===== config.mk =====
export PLATFORM = sky130hd
export DESIGN_NAME = seq_multiplier
export DESIGN_NICKNAME = d
export VERILOG_FILES = /design/src/rtl/seq_multiplier.sv
export SDC_FILE = /design/constraint.sdc
export NUM_CORES = 1
export LEC_CHECK = 0
export ABC_AREA = 1
export CAP_MARGIN = 10
export CORE_ASPECT_RATIO = 0.9
export CORE_MARGIN = 2
export CORE_UTILIZATION = 50
export DETAILED_ROUTE_END_ITERATION = 8
export GPL_TIMING_DRIVEN = 0
export HOLD_SLACK_MARGIN = 0.1
export PLACE_DENSITY = 0.75
export SETUP_SLACK_MARGIN = 0.05
export SLEW_MARGIN = 10
export SYNTH_ARGS = -nofsm -noshare
export SYNTH_HDL_FRONTEND = slang
export SYNTH_SLANG_ARGS = --single-unit
export TNS_END_PERCENT = 30

===== constraint.sdc =====
create_clock -name clk -period 1.6 [get_ports clk]
set_input_delay 0.16 -clock clk [delete_from_list [all_inputs] [get_ports clk]]
set_output_delay 0.16 -clock clk [all_outputs]
set_load 0.01 [all_outputs]

===== src/rtl/seq_multiplier.sv =====
// ---------------------------------------------------------------------------
// seq_multiplier
//
// Parametrised sequential shift-add multiplier. Each clock adds one partial
// product into a 2*WIDTH-bit accumulator, so the adder width stays at
// 2*WIDTH no matter how many iterations are needed. Signed operands are
// converted to magnitudes at capture time and the sign is reapplied in a
// single fix-up cycle at the end.
//
// Parameters:
//   WIDTH        operand width in bits (2..32); the product is 2*WIDTH bits
//
// Ports:
//   clk          rising-edge clock
//   rst          synchronous, active-high reset
//   start        request a multiply; only looked at while busy=0
//   signed_mode  1 = two's-complement operands/product, 0 = unsigned
//   a            multiplicand, captured with start
//   b            multiplier, captured with start
//   busy         high from the capture edge until the result edge
//   done         one-cycle pulse when result is updated
//   result       product, held stable until the next done
// ---------------------------------------------------------------------------
module seq_multiplier #(
  parameter int WIDTH = 4
) (
  input  logic                 clk,
  input  logic                 rst,
  input  logic                 start,
  input  logic                 signed_mode,
  input  logic [WIDTH-1:0]     a,
  input  logic [WIDTH-1:0]     b,
  output logic                 busy,
  output logic                 done,
  output logic [2*WIDTH-1:0]   result
);

  // Counter must be able to hold WIDTH-1 (the last iteration index).
  localparam int CW = $clog2(WIDTH + 1);

  localparam logic [1:0] IDLE = 2'd0;
  localparam logic [1:0] RUN  = 2'd1;
  localparam logic [1:0] FIX  = 2'd2;

  localparam logic [CW-1:0]      LAST    = CW'(WIDTH - 1);
  localparam logic [CW-1:0]      ONE_C   = CW'(1);
  localparam logic [WIDTH-1:0]   ONE_W   = WIDTH'(1);
  localparam logic [2*WIDTH-1:0] ONE_P   = (2*WIDTH)'(1);

  logic [1:0]         state;
  logic [2*WIDTH-1:0] mcand;
  logic [2*WIDTH-1:0] acc;
  logic [WIDTH-1:0]   mplier;
  logic [CW-1:0]      cnt;
  logic               neg;

  logic [WIDTH-1:0]   amag;
  logic [WIDTH-1:0]   bmag;
  logic               neg_next;

  // Operand magnitudes for the capture edge. The most negative value maps
  // to 2^(WIDTH-1), which is still representable as an unsigned magnitude.
  always_comb begin
    amag     = a;
    bmag     = b;
    neg_next = 1'b0;
    if (signed_mode) begin
      if (a[WIDTH-1]) amag = ~a + ONE_W;
      if (b[WIDTH-1]) bmag = ~b + ONE_W;
      neg_next = a[WIDTH-1] ^ b[WIDTH-1];
    end
  end

  // Control and datapath. done defaults low so it only pulses in the
  // cycle after FIX; result is only written in FIX or by reset.
  always_ff @(posedge clk) begin
    if (rst) begin
      state  <= IDLE;
      busy   <= 1'b0;
      done   <= 1'b0;
      result <= '0;
      mcand  <= '0;
      mplier <= '0;
      acc    <= '0;
      cnt    <= '0;
      neg    <= 1'b0;
    end else begin
      done <= 1'b0;
      case (state)
        IDLE: begin
          if (start && !busy) begin
            mcand  <= {{WIDTH{1'b0}}, amag};
            mplier <= bmag;
            acc    <= '0;
            cnt    <= '0;
            neg    <= neg_next;
            busy   <= 1'b1;
            state  <= RUN;
          end
        end
        RUN: begin
          if (mplier[0]) acc <= acc + mcand;
          mcand  <= mcand << 1;
          mplier <= mplier >> 1;
          cnt    <= cnt + ONE_C;
          if (cnt == LAST) state <= FIX;
        end
        FIX: begin
          result <= neg ? (~acc + ONE_P) : acc;
          done   <= 1'b1;
          busy   <= 1'b0;
          state  <= IDLE;
        end
        default: begin
          busy  <= 1'b0;
          state <= IDLE;
        end
      endcase
    end
  end

endmodule


# After elaboration in Yosys (flattened, before gate mapping)
# Cells that the tools add are included.
word_totals:
  input_bits: 12
  wordCells: 55
  ff_bits: 36
  out_inout_bits: 10
classes:
  bitwise_logic: 5
  mux: 21
  n_eq_ne: 6
  addsub: 5
  reduce_logical: 9
ops:
  columns: ["cell", "n"]
  rows:
  - ["$mux 8", 4]
  - ["$pmux 8 s2", 2]
  - ["$mux 4", 5]
  - ["$add 4x1->4 const B", 2]
  - ["$add 8x1->8 const B", 1]
  - ["$add 8x8->8", 1]
  - ["$not 4->4", 2]
  - ["$not 8->8", 1]
  - ["$pmux 4 s2", 1]
  - ["$reduce_and 2->1", 4]
  - ["$ne 2x2->1 const B", 3]
  - ["$pmux 3 s2", 1]
  - ["$mux 2", 2]
  - ["$pmux 2 s2", 1]
  - ["$add 3x1->3 const B", 1]
  - ["$eq 3x2->1 const B", 1]
  - ["$mux 1", 3]
  - ["$mux 3", 1]
  - ["$reduce_and 3->1", 1]
  - ["$eq 2x1->1 const B", 1]
  - ["$eq 2x2->1 const B", 1]
  - ["$logic_not 2->1", 1]
  - ["$pmux 1 s2", 1]
  - ["$reduce_bool 2->1", 1]
  - ["4 further kinds", 4]

# Depth between registers and ports, before layout
depth:
  word_depth: 6
  ltp_mapped: 9
  ltp_nobuf: 9

# Worst setup path after synthesis
# No wires, ideal clock.
synth_path:
  kind: "register to register"
  startpoint: "register mcand[0]"
  endpoint: "register acc[4]"
  stages_incl_launch_ff: 8
  path_buffers: 0
  t_arrival_ns: 1.426
  setup_time_ns: 0.132
  period_less_slack_ns: 1.559
  slack_ns: 0.041
  t_required_ns: 1.468
  path_cell_list: "dfxtp_1 ha_1 fa_1 nand3_1 nand2_1 or2_2 nand3_1 a21oi_1"
synth_via:
  elab_chain_len: 3
synth_rtl:
  columns: ["item", "line_no", "text"]
  rows:
  - ["from (decl)", "51", "logic [2*WIDTH-1:0] mcand;"]
  - ["from (signal assigned)", "92", "mcand <= {{WIDTH{1'b0}}, amag};"]
  - ["from (signal assigned)", "103", "mcand <= mcand << 1;"]
  - ["$add 8x8->8", "102", "if (mplier[0]) acc <= acc + mcand;"]
  - ["$mux 8", "102", null]
  - ["$pmux 8 s2", "89", "case (state)"]
  - ["to (signal assigned)", "102", null]
  - ["to (decl)", "52", "logic [2*WIDTH-1:0] acc;"]
# No other way between the ends. The select of a mux whose other input is x is not followed.
# A chain may end at the register's enable or synchronous reset.

# Worst setup path in the final report
layout_path:
  startpoint: "register acc[0]"
  endpoint: "register acc[4]"
layout_via:
  elab_chain_len: 3
layout_rtl:
  columns: ["item", "line_no"]
  rows:
  - ["$add 8x8->8", "102"]
  - ["$mux 8", "102"]
  - ["$pmux 8 s2", "89"]
# No other way between the ends. The select of a mux whose other input is x is not followed.

==> results_dict.tcl <==
set metrics [dict create \
    whs_ns 0.336 \
    synthXorXnorAreaFrac 0.0317 \
    antenna_found_initial 0 \
    vias_per_cell 5.17 \
    ys_warn_count 0 \
    dieArea_sq_um 4380 \
    syn_inst 276 \
    cts_sinks 36 \
    nets 331 \
    post-route-period-util 0.928 \
    cp_common_cell "nand3_2" \
    setup_slack_ns 0.116 \
    place_inst 342 \
    grt.total_usage 0.214 \
    slowest_delay_ns 0.36 \
    fin_skew_ns 0.00683 \
    power.share.clock 0.389 \
    stdcell_count 353 \
    clkLatencyLatePin_ns 0.29 \
    grt_setup_unrepaired "yes" \
    critical_path_class "flip-flop to flip-flop" \
    layout_min_cycle_time_ns 1.48 \
    vias 1826 \
    cp.arrival_ns 1.64 \
    final_max_slew_viol_count 0 \
    syn-cell-area_sq_um 1930 \
    cts_buffers 5 \
    synth.distinct_cells 26 \
    drive_above_1_share 0.114 \
    fp.dieW_um 69.5 \
    synth_compound_area_frac 0.157 \
    grt-ovfl-total 0 \
    peakVddDrop_mv 0.448 \
    drt-initial-drc-count 106 \
    status "finished, final reports clean" \
    maxCapViolations 0 \
    muxShareOfSynthArea 0 \
    p_sw_frac 0.258 \
    synth_seq_area_share 0.373 \
    postRouteAntennaNets 0 \
    drc 0 \
    regArea_sq_um 726 \
    path_depth 7 \
    wl_per_cell_um 12.2 \
    switchingPower_uw 521 \
    hold_depth 2 \
    p_per_area_nw_per_um2 854 \
    routed_wl_um 4300 \
    cp_top_family "adder cells" \
    synthArstFlopShare 0 \
    synth_top_family_by_area "simple AND/OR/NAND/NOR gates" \
    root_buffer "clkbuf_8" \
    cts_max_level 2 \
    synth_area_per_cell_sq_um 7.00 \
    r2r.worst_path.cells 7 \
    hold_viol 0 \
    syn_to_final_growth_pct 22.6 \
    num_antenna_cells 0 \
    synth_nets 301 \
    worstMarginPinSlew_ns 0.581 \
    grt_pass1_vias 1647 \
    rows 21 \
    holdCritPathClass "primary input to flip-flop" \
    synth_edf_count 0 \
    dp_slack_ns -0.0241 \
    clkTransAtPathRegs_ns 0.07 \
    io_buffers 20 \
    place_congestion 0.820 \
    finish.utilization 0.639 \
    crit_buf_inv 0 \
    cts_hold_buffers 0 \
    final_cell_area_sq_um 2370 \
    combPwrFrac 0.140 \
    cp.required_ns 1.75 \
    critPathMaxFanout 3 \
    start_kind "flip-flop" \
    grt_max_degree 12 \
    reg2reg_slack_ns 0.12 \
    p_int_uw 1500 \
    place_area_sq_um 2190 \
    dp.final_hpwl_um 3060 \
    crit_chain "ha_4, fa_2, nand3_2, nand2_2, or2_4, nand3_2, a21oi_1" \
    slew_headroom 0.611 \
    initial_core_util 0.521 \
    fillers 318 \
    setup_viol 0 \
    end_kind "flip-flop" \
    die_h_um 63.0 \
    cp_slowest_cell "fa_2" \
    grt_pass1_wl_um 7460 \
    synthAdderAreaFrac 0.0881 \
    io-pin-count 22 \
    synth-simple-area-share 0.245 \
    synth_ff_type "dfxtp_1" \
    multiInputGateArea_sq_um 1050 \
    core_sq_um 3700 \
    pwr-share-seq 0.471 \
    fmax_ghz 0.674 \
    tritoncts "yes" \
    clockBufferDepth 2 \
    total_leakage_power_uw 0.00105 \
    drt_pass1_iterations 4 \
    ys_ff_latch 36 \
]
[timing repair]
| action | CTS | global route |
|---|---|---|
| pin swaps | 1 | 2 |
| cloned | 0 | 0 |
| endpoints found under the setup margin | 2 | 11 |
| setup buffers | 3 | 0 |
| resized for setup | 8 | 7 |
[layer usage]
metal / vias up / track usage / wire length, um
met1: 828 / 0.286 / 2060
met2: 45 / 0.349 / 1970
met3: 5 / 0.0387 / 204
met4: 0 / 0.0735 / 58
li1: 948 / - / -
met5: - / 0 / 0
[state kept, by name, indices dropped and copies added, names as in the netlist]
name	cells
state	2
mcand	8
neg	1
acc	8
mplier	4
result	8
cnt	3
done	1
busy	1
[worst reg2reg max path, delay by kind of cell, from the launching register on]
kind / cells / cell delay (ns)
DFF: 1 / 0.34
AOI/OAI and AO/OA: 1 / 0.05
and+or+nand+nor: 4 / 0.43
adders and majority gates: 2 / 0.52
[Yosys cell counts (2+ instances only)]
| cell | n | area, sq um |
|---|---|---|
| a21oi_1 | 29 | 145 |
| a31oi_1 | 4 | 25.0 |
| or2_2 | 2 | 12.5 |
| nor2_1 | 17 | 63.8 |
| nor3_1 | 4 | 20.0 |
| nand2_1 | 71 | 267 |
| nand3_1 | 18 | 90.1 |
| dfxtp_1 | 36 | 721 |
| xnor2_1 | 2 | 17.5 |
| clkbuf_1 | 4 | 15.0 |
| o2bb2ai_1 | 2 | 17.5 |
| inv_2 | 3 | 11.3 |
| inv_1 | 39 | 146 |
| buf_2 | 2 | 10.0 |
| o21ai_0 | 17 | 85.1 |
| ha_1 | 12 | 150 |
| xor2_1 | 5 | 43.8 |
[worst paths after layout]
path | from | end
setup / recovery | acc[0]$_SDFFE_PP0P_ | acc[4]$_SDFFE_PP0P_
hold / removal | rst | mcand[2]$_SDFFE_PP0P_
hold reg to reg | cnt[1]$_SDFFE_PP0P_ | cnt[1]$_SDFFE_PP0P_
setup reg to reg | acc[0]$_SDFFE_PP0P_ | acc[4]$_SDFFE_PP0P_
[cells by family after synthesis]
kind of cell / count (synthesis)
flops: 36
xor+xnor: 7
buf+inv: 50
fa+ha+maj: 13
compound gates: 56
simple gates: 114
[cells in the final DEF (no fill, tap or decap), drive strengths merged, types with 10 or more instances in the layout]
master	instances
a21oi	29
nor2	18
o21ai	17
dfxtp	36
nand2	71
inv	42
nand3	19
ha	12
clkdlybuf4s50	20
clkbuf	10
[power groups by stage]
| stage | clock network [uW] | logic (uW) | registers (uW) |
|---|---|---|---|
| 2_1_floorplan | 0 | 182 | 968 |
| 3_3_place_gp | 0 | 262 | 970 |
| 3_5_place_dp | 0 | 267 | 971 |
| 4_1_cts | 793 | 275 | 951 |
| 5_1_grt | 840 | 317 | 958 |
| 6_report | 786 | 283 | 954 |
[cell type report]
class / count / share of cell area
Buffer: 8 / 0.0185
Clock buffer: 6 / 0.0306
Clock inverter: 2 / 0.0148
Inverter: 42 / 0.0666
Multi-Input combinational cell: 190 / 0.445
Sequential cell: 36 / 0.306
Tap cell: 46 / 0.0243
Timing Repair Buffer: 23 / 0.0940
[through the flow]
step	total power (uW)	TNS (ns)
6_report	2020	0
3_5_place_dp	1240	-0.0355
2_1_floorplan	1150	0
3_3_place_gp	1230	-0.00804
4_1_cts	2020	0
5_1_grt	2110	-0.0194
(Power assumes the default switching activity.)
